**config.mk**
```make
export PLATFORM = sky130hd
export DESIGN_NAME = regfile_arb
export DESIGN_NICKNAME = d
export VERILOG_FILES = /design/src/rtl/regfile_pkg.sv /design/src/rtl/regfile_arb.sv
export SDC_FILE = /design/constraint.sdc
export NUM_CORES = 1
export LEC_CHECK = 0
export ABC_AREA = 1
export BUFFER_PORTS_ARGS = -buffer_cell sky130_fd_sc_hd__buf_2
export CAP_MARGIN = 40
export CORE_MARGIN = 3
export CORE_UTILIZATION = 39
export CTS_CLUSTER_SIZE = 16
export DETAILED_ROUTE_END_ITERATION = 6
export GPL_TIMING_DRIVEN = 0
export PLACE_DENSITY = 0.71
export SETUP_SLACK_MARGIN = 0.02
export SLEW_MARGIN = 20
export SYNTH_ARGS = -nofsm -noshare
export SYNTH_HDL_FRONTEND = slang
export SYNTH_SLANG_ARGS = --single-unit
export TNS_END_PERCENT = 30
```
**constraint.sdc**
```tcl
create_clock -name clk_i -period 1.8 [get_ports clk_i]
set_input_delay 0 -clock clk_i [delete_from_list [all_inputs] [get_ports clk_i]]
set_output_delay 0 -clock clk_i [all_outputs]
set_load 0.01 [all_outputs]
```
**src/rtl/regfile_pkg.sv**
```systemverilog
// regfile_pkg: shared sizes and arbiter state encoding for the register file access path
package regfile_pkg;
  localparam int XLEN = 32;
  localparam int NREG = 32;
  localparam int AW = 5;
  typedef enum logic [1:0] {INIT, IDLE, DBG, GAP} state_t;
endpackage

```
**src/rtl/regfile_arb.sv**
```systemverilog
// regfile_arb: zero-sweeps the register file after reset, then arbitrates core writeback and debug access
module regfile_arb
  import regfile_pkg::*;
(
  input  logic            clk_i,
  input  logic            rst_i,
  input  logic            core_we_i,
  input  logic [AW-1:0]   core_rd_i,
  input  logic [XLEN-1:0] core_data_i,
  input  logic [AW-1:0]   core_rs2_i,
  output logic            core_stall_o,
  input  logic            dbg_req_i,
  input  logic            dbg_wr_i,
  input  logic [AW-1:0]   dbg_addr_i,
  input  logic [XLEN-1:0] dbg_wdata_i,
  output logic            dbg_ready_o,
  output logic            dbg_rvalid_o,
  output logic [XLEN-1:0] dbg_rdata_o,
  output logic            rf_we_o,
  output logic [AW-1:0]   rf_rd_o,
  output logic [XLEN-1:0] rf_data_o,
  output logic [AW-1:0]   rf_rs2_o,
  input  logic [XLEN-1:0] rf_rs2_data_i
);
  state_t          state;
  logic [AW-1:0]   cnt;
  logic            cap_wr;
  logic [AW-1:0]   cap_addr;
  logic [XLEN-1:0] cap_wdata;
  always_ff @(posedge clk_i) begin
    if (rst_i) begin
      state        <= INIT;
      cnt          <= '0;
      cap_wr       <= 1'b0;
      cap_addr     <= '0;
      cap_wdata    <= '0;
      dbg_rvalid_o <= 1'b0;
      dbg_rdata_o  <= '0;
    end else begin
      dbg_rvalid_o <= state == DBG;
      case (state)
        INIT: begin
          cnt <= cnt + 1'b1;
          if (cnt == AW'(NREG - 1)) state <= IDLE;
        end
        IDLE: if (dbg_req_i && dbg_ready_o) begin
          cap_wr    <= dbg_wr_i;
          cap_addr  <= dbg_addr_i;
          cap_wdata <= dbg_wdata_i;
          state     <= DBG;
        end
        DBG: begin
          if (!cap_wr) dbg_rdata_o <= rf_rs2_data_i;
          state <= GAP;
        end
        default: state <= IDLE;
      endcase
    end
  end
  // IDLE and GAP both give the core the ports; only INIT and DBG take them away
  always_comb begin
    core_stall_o = rst_i || state == INIT || state == DBG;
    dbg_ready_o  = !rst_i && state == IDLE;
    rf_we_o      = rst_i ? 1'b0 :
                   state == INIT ? 1'b1 :
                   state == DBG  ? cap_wr && cap_addr != '0 :
                   core_we_i && core_rd_i != '0;
    rf_rd_o      = state == INIT ? cnt : state == DBG ? cap_addr : core_rd_i;
    rf_data_o    = state == INIT ? '0 : state == DBG ? cap_wdata : core_data_i;
    rf_rs2_o     = state == DBG ? cap_addr : core_rs2_i;
  end
endmodule

```
==> summary.md <==
| Metric | Value |
|---|---|
| Leak | `3.16 nW` |
| Mapped Area | `between 3000 and 4000 µm²` |
| Design Area, Final | `5820 µm²` |
| Starting Density | `0.409` |
| First drt pass iteration count | `5` |
| Clock skew | `approximately 0.012 ns` |
| Crit path cell chain | `buf_4, ha_4, buf_4, buf_4, o21ai_0, nor2_1, buf_2` |
| Final-report max-slew violation count | `0` |
| Initial antenna violation count | `0` |
| Ys Warns | `0` |
| 1st-iter DRT viols | `199` |
| Crit. End Element | `primary output` |
| Met2 Wirelength | `around 6.8 mm` |
| Worst path required time | `1.80 ns` |
| Rel. slew slack | `0.716` |
| Met3 wire length | `917 µm` |
| Top cell by count, worst path | `buf_4` |
| Core Area | `8850 µm²` |
| Global-route wire length before repair | `around 20 mm` |
| Fin. Hold Viols | `0` |
| Startpoint Class | `register` |
| Clock transition at path regs | `0.08 ns` |
| DP HPWL | `about 8.7 mm` |
| Yosys reg bits | `78` |
| Die Wd | `roughly 100 µm` |
| Root Driver | `clkbuf_8` |
| Sequential cell area | `around 1600 µm²` |
| Number of routed nets with antenna violations | `0` |
| Setup CP Type | `register to primary output` |
| PwrDens | `890 nW/µm²` |
| Clock sink count | `78` |
| Number of enable flip-flop cells after synthesis | `0` |
| Layout area overhead | `61.0%` |
| Netlist cell types | `24` |
| CP max FO | `10` |
| Delay-heaviest family, CP | `buffers and inverters` |
| Fmax | `0.573 GHz` |
| RD Place Congestion | `slightly below 0.9` |
| Residual DRC | `0` |
| Largest net degree at the start of global routing | `14` |
| Die Span Y | `just over 100 µm` |
| Non-filler cells, final | `a little over 900` |
| DR WL/cell | `between 10 and 15 µm` |
| Crit-path max cell delay | `0.34 ns` |
| # rows | `34` |
| Final setup viols | `0` |
| Ys flop type | `dfxtp_1` |
| Synth area leaders | `dfxtp_1 (43%), nor2_1 (15%), nand3_1 (9.6%)` |
| Post-Route WL | `around 13 mm` |
| Clock Tree Buf Depth | `2` |
| Top sig layer | `met4` |
| Post-synthesis cell count | `~510` |
| Post-synthesis sequential area ratio | `0.432` |
| RSZ-0062 raised after global routing | `true` |
| Status | `finished, final reports clean` |
| Max cap viols | `0` |
| DRT met1 WL | `5.31 mm` |
| Via-per-instance ratio | `slightly below 5` |
| DP Cell Count | `roughly 800` |
| CTS tree | `built` |
| Share of post-route cells with drive strength above 1 | `0.345` |
| Worst Max-Slew Pin Slew | `0.426 ns` |
| Crit path arrival time | `roughly 1.8 ns` |
| Vias | `around 4.5k` |
| Mean Syn Cell Area | `approximately 7 µm²` |
| Total track usage | `0.240` |
| Layout fillers | `roughly 730` |
| Setup WS post-layout | `between 0.05 and 0.06 ns` |
| Worst min-delay path class | `input pin to register` |
| Total gr overflow | `0` |
| Most frequent cells in the layout | `buf_2 (207), nor2_1 (141), nand2_1 (76), dfxtp_1 (76), dlygate4sd3_1 (71)` |
| Number of antenna diodes | `0` |
| Mapped Nets | `between 600 and 700` |
| Period utilization | `0.969` |
| Slowest stage cell, crit path | `dfxtp_2` |
| Top cell type's share of synthesized area | `0.432` |
| WP buf/inv | `4` |
| Setup TNS | `0 ns` |
| Clk_lat worst skew | `about 0.34 ns` |
| TritonCTS buffer count | `9` |
| Htree depth | `3` |
| DP Area | `between 4000 and 5000 µm²` |
| Commonest non-fill, non-tap cell in the layout | `buf_2` |
| Area leader, netlist | `dfxtp_1` |
| I/O pin total | `slightly below 200` |
| Vias in the first global route | `between 4k and 5k` |
| Area occupied by multi-input gates | `1800 µm²` |
| Post-Place Worst Slack | `about 0.18 ns` |
| Share of synthesized registers carrying an async set or reset | `0` |
| Layout Nets | `between 900 and 1k` |
| Port Buf Inserts | `between 150 and 200` |
| Die Area | `10,500 µm²` |
| Worst VDD drop | `approximately 460 µV` |
| Crit path time final | `around 1.7 ns` |
[cell families after synthesis]
group,after synthesis,synth area share
simple gates,301,0.360
compound gates,77,0.110
buf+inv,52,0.0785
fa+ha+maj,5,0.0173
xor+xnor,1,0.00242
flops,78,0.432
[layout make-up]
cell class / count / share of cell area
buffer: 39 / 0.0484
clock buffer: 10 / 0.0236
clock inverter: 5 / 0.0183
inverter: 13 / 0.00924
tap: 108 / 0.0232
multi-input combinational: 384 / 0.308
sequential: 78 / 0.269
timing repair buffer: 271 / 0.300
[state kept, by name (all words and copies together), names as in the netlist]
name          flops
cap_wdata        32
dbg_rdata_o      32
cap_addr          5
cnt               5
state             2
cap_wr            1
dbg_rvalid_o      1
[metal layers]
metal / track usage / vias to the layer above
met5: 0 / -
met4: 0.0898 / 0
met3: 0.0539 / 20
met2: 0.444 / 187
met1: 0.266 / 2075
li1: - / 2232
[path summary, 6_finish.rpt]
| check | startpoint | endpoint | slack (ns) | cells past startpoint |
|---|---|---|---|---|
| setup / recovery | state[1]$_SDFFE_PP0P_ | rf_data_o[24] | 0.05 | 7 |
| hold reg to reg | cap_wdata[27]$_SDFFE_PP0P_ | cap_wdata[27]$_SDFFE_PP0P_ | 0.46 | 2 |
| setup reg to reg | state[1]$_SDFFE_PP0P_ | dbg_rdata_o[12]$_SDFFE_PP0P_ | 0.23 | 9 |
| hold / removal | dbg_req_i | state[1]$_SDFFE_PP0P_ | 0.14 | 5 |
[worst min-delay path: stages]
cell     delay, ns
buf_2         0.12
nand3_2       0.09
nand2_1       0.07
nand3_1       0.07
a21oi_1       0.08
[repair_timing]
action,in CTS,in global routing
cloned,0,1
gates resized for setup,12,24
endpoints found under the hold margin,74,0
setup buffers,1,5
setup endpoints to repair,43,39
pin swaps,0,3
hold buffers,71,0
[power by group]
part           internal [mW]  leakage (nW)  switching (mW)
logic                  0.756          2.41           0.857
clock network          0.957         0.119           0.654
registers               1.86         0.630          0.0954
[synth_stat cells (3+ instances only)]
master,number
nor2_1,141
dfxtp_1,78
nand2_1,76
nand3_1,69
o21ai_0,62
buf_2,20
nand3_2,11
clkbuf_1,10
inv_1,7
buf_6,6
inv_2,6
a21oi_1,5
ha_1,5
o21ai_1,5
o211ai_1,3
[metrics by stage]
step	utilization	hold WS, ns	power (mW)
floorplan	-	0.0691	2.74
CTS	0.645	0.112	5.03
global route	0.658	0.166	5.46
detailed placement	0.533	0.229	3.27
global placement	0.533	0.222	3.24
finish	0.658	0.138	5.18
Note: power is estimated with default switching activity, not from simulation.
